[src/rtl/fifo_uart_tx.sv]
// Drains 9-bit words from a first-word-fall-through FIFO and sends each one as
// an async serial frame: start bit, 9 data bits LSB first, then 1 or 2 stop bits.
module fifo_uart_tx #(
  parameter int CLKS_PER_BIT = 868,
  parameter int STOP_BITS    = 1
) (
  input  logic       clk,
  input  logic       resetN,
  input  logic [8:0] fifoDO,
  input  logic       fifoEmpty,
  input  logic       txEn,
  output logic       fifoRdEn,
  output logic       txd,
  output logic       busy,
  output logic       frameDone,
  output logic [1:0] dbg_state
);

  localparam int BW = (CLKS_PER_BIT > 1) ? $clog2(CLKS_PER_BIT) : 1;
  localparam logic [BW-1:0] BAUD_LAST = BW'(CLKS_PER_BIT - 1);
  localparam logic [3:0]    DATA_LAST = 4'd8;
  localparam logic [3:0]    STOP_LAST = 4'(STOP_BITS - 1);

  typedef enum logic [1:0] {
    S_IDLE  = 2'd0,
    S_START = 2'd1,
    S_DATA  = 2'd2,
    S_STOP  = 2'd3
  } state_t;

  state_t        state_q, state_d;
  logic [BW-1:0] baud_q, baud_d;
  logic [3:0]    bit_q, bit_d;
  logic [8:0]    shift_q, shift_d;
  logic          txd_q, txd_d;

  logic baud_end;
  logic stop_last;
  logic pop;

  assign baud_end  = (baud_q == BAUD_LAST);
  assign stop_last = (state_q == S_STOP) && baud_end && (bit_q == STOP_LAST);
  // Popping in the final stop cycle lets the next start bit follow with no gap.
  assign pop       = ((state_q == S_IDLE) || stop_last) && txEn && !fifoEmpty && resetN;

  always_comb begin
    state_d = state_q;
    baud_d  = baud_q;
    bit_d   = bit_q;
    shift_d = shift_q;

    unique case (state_q)
      S_IDLE: begin
        baud_d = '0;
        bit_d  = '0;
      end
      S_START: begin
        if (baud_end) begin
          state_d = S_DATA;
          baud_d  = '0;
          bit_d   = '0;
        end else begin
          baud_d = baud_q + 1'b1;
        end
      end
      S_DATA: begin
        if (baud_end) begin
          baud_d = '0;
          if (bit_q == DATA_LAST) begin
            state_d = S_STOP;
            bit_d   = '0;
          end else begin
            shift_d = shift_q >> 1;
            bit_d   = bit_q + 4'd1;
          end
        end else begin
          baud_d = baud_q + 1'b1;
        end
      end
      S_STOP: begin
        if (baud_end) begin
          baud_d = '0;
          if (bit_q == STOP_LAST) begin
            state_d = S_IDLE;
            bit_d   = '0;
          end else begin
            bit_d = bit_q + 4'd1;
          end
        end else begin
          baud_d = baud_q + 1'b1;
        end
      end
      default: state_d = S_IDLE;
    endcase

    if (pop) begin
      state_d = S_START;
      baud_d  = '0;
      bit_d   = '0;
      shift_d = fifoDO;
    end

    // The line is registered, so it is driven from the state being entered.
    unique case (state_d)
      S_START: txd_d = 1'b0;
      S_DATA:  txd_d = shift_d[0];
      default: txd_d = 1'b1;
    endcase
  end

  always_ff @(posedge clk or negedge resetN) begin
    if (!resetN) begin
      state_q <= S_IDLE;
      baud_q  <= '0;
      bit_q   <= '0;
      shift_q <= '0;
      txd_q   <= 1'b1;
    end else begin
      state_q <= state_d;
      baud_q  <= baud_d;
      bit_q   <= bit_d;
      shift_q <= shift_d;
      txd_q   <= txd_d;
    end
  end

  assign fifoRdEn  = pop;
  assign txd       = txd_q;
  assign busy      = (state_q != S_IDLE);
  assign frameDone = stop_last;
  assign dbg_state = state_q;

endmodule

[config.mk]
export PLATFORM = sky130hd
export DESIGN_NAME = fifo_uart_tx
export DESIGN_NICKNAME = d
export VERILOG_FILES = /design/src/rtl/fifo_uart_tx.sv
export SDC_FILE = /design/constraint.sdc
export NUM_CORES = 1
export LEC_CHECK = 0
export ABC_AREA = 1
export CAP_MARGIN = 25
export CELL_PAD_IN_SITES_DETAIL_PLACEMENT = 0
export CELL_PAD_IN_SITES_GLOBAL_PLACEMENT = 1
export CORE_ASPECT_RATIO = 0.75
export CORE_MARGIN = 2
export CORE_UTILIZATION = 36
export DETAILED_ROUTE_END_ITERATION = 8
export GPL_TIMING_DRIVEN = 1
export HOLD_SLACK_MARGIN = 0.08
export PLACE_DENSITY_LB_ADDON = 0.08
export SLEW_MARGIN = 25
export SYNTH_ARGS = -nofsm -noshare
export SYNTH_HDL_FRONTEND = slang
export SYNTH_SLANG_ARGS = --single-unit
[constraint.sdc]
create_clock -name clk -period 1.5 [get_ports clk]
set_clock_uncertainty 0.05 [all_clocks]
set_input_delay 0.375 -clock clk [delete_from_list [all_inputs] [get_ports clk]]
set_output_delay 0.375 -clock clk [all_outputs]
set_load 0.01 [all_outputs]
### Yosys cells after proc, flatten, opt, wreduce, memory -nomap -nowiden

Cells that the tools add are included.

* add/subtract/negate cells: 2
* equality and inequality tests: 11
* mux-type cells: 22
* reductions and logical operators: 15

Operator list (number)
* $mux W9: 4
* $mux W4: 6
* $mux W10: 2
* $pmux W10 S2: 1
* $pmux W4 S4: 1
* $mux W2: 6
* $add A10 B1 Y10 const B: 1
* $eq A10 B10 Y1 const B: 1
* $ne A3 B3 Y1 const B: 3
* $eq A2 B2 Y1 const B: 3
* $pmux W2 S3: 1
* $reduce_and A3 Y1: 2
* $reduce_bool A2 Y1: 3
* $logic_and A1 B1 Y1: 5
* $add A4 B1 Y4 const B: 1
* $eq A2 B1 Y1 const B: 2
* $eq A4 B4 Y1 const B: 1
* $logic_not A4 Y1: 1
* $reduce_or A3 Y1: 1
* $logic_not A2 Y1: 1
* $ne A2 B2 Y1 const B: 1
* $pmux W1 S2: 1
* $logic_not A1 Y1: 1
* $logic_or A1 B1 Y1: 1

* bits in registers: 26
* input bits: 13
* output and inout port bits: 6
* word-level logic and storage cells: 56

### Longest topological paths before layout

Gate-level depths: netlist (run 1).

* word-level depth: 10
* gate-level depth with buffers: 13

### Worst setup path after synthesis (run 1)

No wires, ideal clock.

* kind: register -> output
* from: register baud_q[0]
* to: output fifoRdEn
* data arrival time: 1267 ps
* required time: 1075 ps
* slack: -192 ps
* stages on the path, launching flop included: 8
* path buffers: 0
* cell sequence: dfrtp_1 ha_1 inv_2 nor2_2 nand3_4 nor2_8 nand3_4 a21oi_4

* cells in the longest elaborated chain, start to end: 7

RTL lines
* start: declaration: RTL line 32 `logic [BW-1:0] baud_q, baud_d;`
* start signal: assignment: RTL line 120 `baud_q <= baud_d;`
* $eq A10 B10 Y1: RTL line 41 `assign baud_end = (baud_q == BAUD_LAST);`
* $logic_and A1 B1 Y1 (2 in series): RTL line 42 `assign stop_last = (state_q == S_STOP) && baud_end && (bit_q == STOP_LAST);`
* $logic_or A1 B1 Y1: RTL line 44 `assign pop = ((state_q == S_IDLE) || stop_last) && txEn && !fifoEmpty && resetN;`
* $logic_and A1 B1 Y1 (3 in series): RTL line 44
* end: declaration: RTL line 12 `output logic fifoRdEn,`

No other way between the ends.

### Worst setup path in the final report (run 1)

* from: register baud_q[1]
* to: output frameDone

* cells in the longest elaborated chain, start to end: 3

RTL lines
* $eq A10 B10 Y1: RTL line 41
* $logic_and A1 B1 Y1 (2 in series): RTL line 42
* end: declaration: RTL line 15 `output logic frameDone,`

No other way between the ends.

==> results.tsv, run 1 <==
metric	value	unit
critPathKind	reg -> out	
power_switching	258	uW
rr_startpoint	baud_q[1]$_DFF_PN0_	
cts_buffers	3	
synth_fa_ha_area_share	2.65	%
setup_ws	-549	ps
hp-start	shift_q[3]$_DFFE_PN0P_	
path_depth	7	
synth.avg_cell_area	7.96	um^2
whs_path_depth	2	
die_w	76.4	um
maxCapViolCount	0	
muxShareOfSynthArea	0	%
die-area	4460	um^2
wl	3.58	mm
cts_tree	done	
drtIter0Drc	36	
grt_overflow	0	
antennaDiodeCount	0	
reg2reg_to	bit_q[3]$_DFFE_PN0P_	
whs_endpoint	shift_q[3]$_DFFE_PN0P_	
max-slew-margin-rel	77.2	%
p_int	1090	uW
start_util	38.2	%
dr.pass1.iters	4	
mostFrequentLayoutCells	39 x nand2_1, 36 x buf_4, 25 x dfrtp_1	
ys_seq_area_share	46.0	%
p_clk_share	44.0	%
io_buffers	18	
area_growth	64.8	%
ir_worst_vdd	0.000568	V
via_count	1368	
dp_cells	281	
tightest_slew	341	ps
cts.reportedPaths.clkPinSlew	90	ps
syn-instance-count	178	
antenna_found_initial	0	
dieHeight	58.3	um
fmaxAchievable	0.488	GHz
synth_xor_area_share	1.86	%
syn-cell-area	1420	um^2
grt_pass1_vias	1292	
cts.path.max_buffers	2	
ant_nets	0	
p_leak	0.00114	uW
ys_ff_latch	26	
ios	19	
cpPeakStageDelay	410	ps
syn_nets	194	
path_cells	ha_4 > buf_6 > nand2_2 > nor2_2 > nand3_2 > nor3_2 > buf_2	
rows	19	
period_share	137	%
core_area	3710	um^2
synth_compound_area_share	8.04	%
cp.required	1070	ps
outcome	complete, but fails checks	
power.density	577	nW/um^2
clkLatencyLatePin	270	ps
clock-sinks	26	
cp_num_buf_inv	2	
finalHoldViolCount	0	
root_buffer	clkbuf_8	
crit_slowest_cell	dfrtp_1	
synth_top_family_by_area	simple AND/OR/NAND/NOR gates	
rsz0062_at_grt	true	
path_max_fanout	3	
crit_family	simple AND/OR/NAND/NOR gates	
nets	265	
ys_warn_count	0	
grt_pass1_wl	5.88	mm
min_path_type	reg -> reg	
power_frac_seq	52.1	%
violations	setup timing	
htree_levels	1	
slew_violations	0	
r2r_cells	11	
final_common_cell	nand2_1	
synth-simple-area-share	34.3	%
grt_max_degree	27	
place_congestion	0.793	
startpoint_type	flip-flop	
post-route-min-period	2050	ps
arrival	1620	ps
finalNonFillerCells	300	
grt_use_total	16.6	%
drc	0	
utilization	62.9	%
drive_above_1_share	47.2	%
viasPerCell	4.56	
p_comb_share	3.9	%
setup_viol	28	
whs	438	ps
r2r_slack	-310	ps
hpwl	2.37	mm
p_sw_share	19.1	%
yosysUniqueCellTypes	26	
cp-end-kind	output pin	
wl_per_cell	11.9	um
area by class of cell:
cell class	count	area, um^2
Clock buffer	3	41.3
Clock inverter	1	30.0
Fill cell	313	1380
Inverter	27	111
Multi-Input combinational cell	125	858
Sequential cell	26	652
Tap cell	52	65.1
Timing Repair Buffer	66	576
cell usage after synthesis (all sizes together):
cell type / instances / area share [%]
nand3: 18 / 8.5
nand2: 52 / 15
nor2: 26 / 8.9
o32ai: 1 / 0.62
xor2: 2 / 1.2
nor3: 2 / 0.71
o22ai: 2 / 0.88
xnor2: 1 / 0.62
ha: 3 / 2.7
dfstp: 1 / 1.9
dfrtp: 25 / 44
inv: 27 / 7.2
and3: 1 / 0.44
a21oi: 6 / 2.9
nand4: 2 / 0.88
o21ai: 8 / 3.1
o211ai: 1 / 0.53
logic make-up after synthesis:
family,count (synthesis)
buffers and inverters,27
AND/OR/NAND/NOR,101
XOR/XNOR,3
AO/OA/AOI/OAI,18
adder cells (fa/ha/maj),3
flip-flops,26
what timing repair did:
item,in CTS,in global routing
setup buffers,3,11
gates resized for setup,45,39
cloned,1,0
endpoints found under the setup margin,28,31
hold buffers,0,0
pin swaps,3,8
worst max path at each step:
stage                        start         to  slack [ps]
3_3_place_gp                resetN   fifoRdEn        -740
4_1_cts        baud_q[0]$_DFF_PN0_   fifoRdEn        -480
2_1_floorplan  baud_q[0]$_DFF_PN0_   fifoRdEn        -140
5_1_grt        baud_q[1]$_DFF_PN0_  frameDone        -620
6_report       baud_q[1]$_DFF_PN0_  frameDone        -550
3_5_place_dp                resetN   fifoRdEn        -780
state kept, by name, summed over array words and instances, names as in the netlist:
register / flops
txd: 1
shift_q: 9
bit_q: 4
dbg_state: 2
baud_q: 10
worst register-to-register path, delay by kind of cell (launching register included):
family	cells	cell delay (ps)
buf+inv	4	470
flops	1	410
simple gates	4	340
compound gates	2	280
fa+ha+maj	1	160
stage by stage:
stage	total power [uW]	cell area [um^2]	setup TNS [ps]	worst slack, ps
final	1350	2330	-6600	-549
after global routing	1400	2330	-8990	-624
after CTS	1360	2120	-2530	-479
after detailed placement	769	1930	-5040	-785
after global placement	768	1930	-4300	-741
after floorplan	718	1440	-176	-136
per-layer routing:
layer | share of wire, % | vias up | routed length, um | track usage (%)
met2 | 48 | 17 | 1710 | 26.7
li1 | - | 703 | - | -
met1 | 48 | 644 | 1730 | 22.9
met3 | 2.8 | 4 | 101 | 3.68
met4 | 1.1 | 0 | 38 | 4.94
met5 | 0 | - | 0 | 0
power groups by stage:
stage	sequential, uW	combinational [uW]	clock, uW
2_1_floorplan	715	3.01	0
5_1_grt	702	58.7	644
3_5_place_dp	715	53.5	0
4_1_cts	702	53.8	607
3_3_place_gp	715	52.8	0
6_report	701	52.8	593
Power figures use the tool's default switching activity.
==> inputs of run 2 (changes only) <==
- CORE_ASPECT_RATIO: 0.75 -> unset
- CORE_UTILIZATION: 36 -> 35
==> results.tsv, run 2 (same netlist as run 1, synthesis figures left out) <==
metric	value	unit
fin_area	2390	um^2
power_switching	262	uW
rows	23	
max-slew-margin-rel	76.3	%
nets	271	
core_area	3940	um^2
die-area	4570	um^2
maxCapViolCount	0	
rsz0062_at_grt	true	
grt_pass1_vias	1442	
cts_buffers	3	
arrival	1550	ps
die_w	67.6	um
p_int	1090	uW
power.density	565	nW/um^2
p_comb_share	3.9	%
drc	0	
period_share	132	%
p_sw_share	19.4	%
cts.path.max_buffers	2	
area_growth	69.0	%
path_max_fanout	3	
whs	446	ps
critPathKind	reg -> out	
grt_use_total	18.2	%
p_leak	0.00117	uW
largest_reg_flops	10	
final_common_cell	buf_4	
setup_ws	-478	ps
crit_slowest_cell	dfrtp_1	
setup_viol	28	
io_buffers	18	
drtIter0Drc	29	
wl	3.68	mm
start_util	35.9	%
ios	19	
wl_per_cell	12.1	um
tightest_slew	356	ps
reg_top3	baud_q: 10 flops, shift_q: 9 flops, bit_q: 4 flops	
clock-sinks	26	
startpoint_type	flip-flop	
n_fill_cell	341	
antennaDiodeCount	0	
grt_max_degree	27	
place_congestion	0.760	
power_frac_seq	51.9	%
cts_tree	done	
dieHeight	67.6	um
htree_levels	1	
place_area	1950	um^2
largest_register	baud_q	
grt_pass1_wl	6.28	mm
min_path_type	reg -> reg	
viasPerCell	4.65	
antenna_found_initial	0	
dr.pass1.iters	4	
p_clk_share	44.1	%
fmaxAchievable	0.506	GHz
r2r_slack	-310	ps
root_buffer	clkbuf_8	
hpwl	2.51	mm
mostFrequentLayoutCells	42 x buf_4, 34 x nand2_1, 25 x dfrtp_1	
slew_violations	0	
cp.required	1070	ps
outcome	complete, but fails checks	
cpPeakStageDelay	410	ps
finalHoldViolCount	0	
cp-end-kind	output pin	
via_count	1415	
cts.reportedPaths.clkPinSlew	100	ps
grt_overflow	0	
ctsHoldBuffers	0	
path_cells	ha_4 > buf_4 > nand2_2 > nor2_2 > nand3_2 > nor3_2 > buf_2	
ir_worst_vdd	0.000490	V
violations	setup timing	
clkLatencyLatePin	280	ps
drive_above_1_share	48.0	%
ant_nets	0	
post-route-min-period	1980	ps
[run 2: cell type report]
type	instances	area, um^2	share of cell area (%)
multi-input cells	125	853	35.7
clock inverters	1	30.0	1.25
repair buffers	72	641	26.8
flip-flops and latches	26	652	27.2
inverters	27	114	4.76
well taps	50	62.6	2.61
clock buffers	3	41.3	1.73
[run 2: final timing paths]
check | to | cells after the start | start
min in group asynchronous | bit_q[2]$_DFFE_PN0P_ | 2 | resetN
worst max register to register | txd$_DFF_PN1_ | 14 | baud_q[0]$_DFF_PN0_
worst min register to register | shift_q[7]$_DFFE_PN0P_ | 2 | shift_q[7]$_DFFE_PN0P_
worst min-delay path | shift_q[7]$_DFFE_PN0P_ | 2 | shift_q[7]$_DFFE_PN0P_
worst max-delay path | frameDone | 7 | baud_q[0]$_DFF_PN0_
max in group asynchronous | txd$_DFF_PN1_ | 2 | resetN
[run 2: power groups by stage]
stage,combinational [uW],sequential [uW],clock [uW]
floorplan,3.01,715,0
global placement,53.0,715,0
detailed placement,53.8,715,0
CTS,54.3,702,617
global route,58.7,702,639
finish,53.1,702,597
[run 2: what timing repair did]
| item | CTS | global route |
|---|---|---|
| pin swaps | 8 | 6 |
| setup endpoints to repair | 31 | 32 |
| buffers inserted | 14 | 7 |
| gates resized for setup | 60 | 24 |
[run 2: per-stage QoR]
| stage | power [uW] | setup TNS [ps] | util (%) | worst slack [ps] | cells |
|---|---|---|---|---|---|
| floorplan | 718 | -176 | - | -136 | 178 |
| global placement | 768 | -5230 | 49.6 | -797 | 282 |
| detailed placement | 769 | -5980 | 49.6 | -784 | 282 |
| CTS | 1370 | -5810 | 57.7 | -494 | 299 |
| global route | 1400 | -9710 | 60.7 | -558 | 304 |
| finish | 1350 | -7130 | 60.7 | -478 | 304 |
[run 2: critical path, delay by kind of cell (launching register included)]
family / cells / cell delay [ps]
adders and majority gates: 1 / 170
buffers and inverters: 2 / 270
DFF: 1 / 410
and+or+nand+nor: 4 / 430
[run 2: per-layer routing]
layer / part of all wire [%] / global-route usage [%] / vias up
li1: - / - / 717
met1: 42 / 20.9 / 676
met2: 55 / 34.2 / 16
met3: 2.4 / 2.33 / 6
met4: 1.3 / 6.38 / 0
met5: 0 / 0 / -
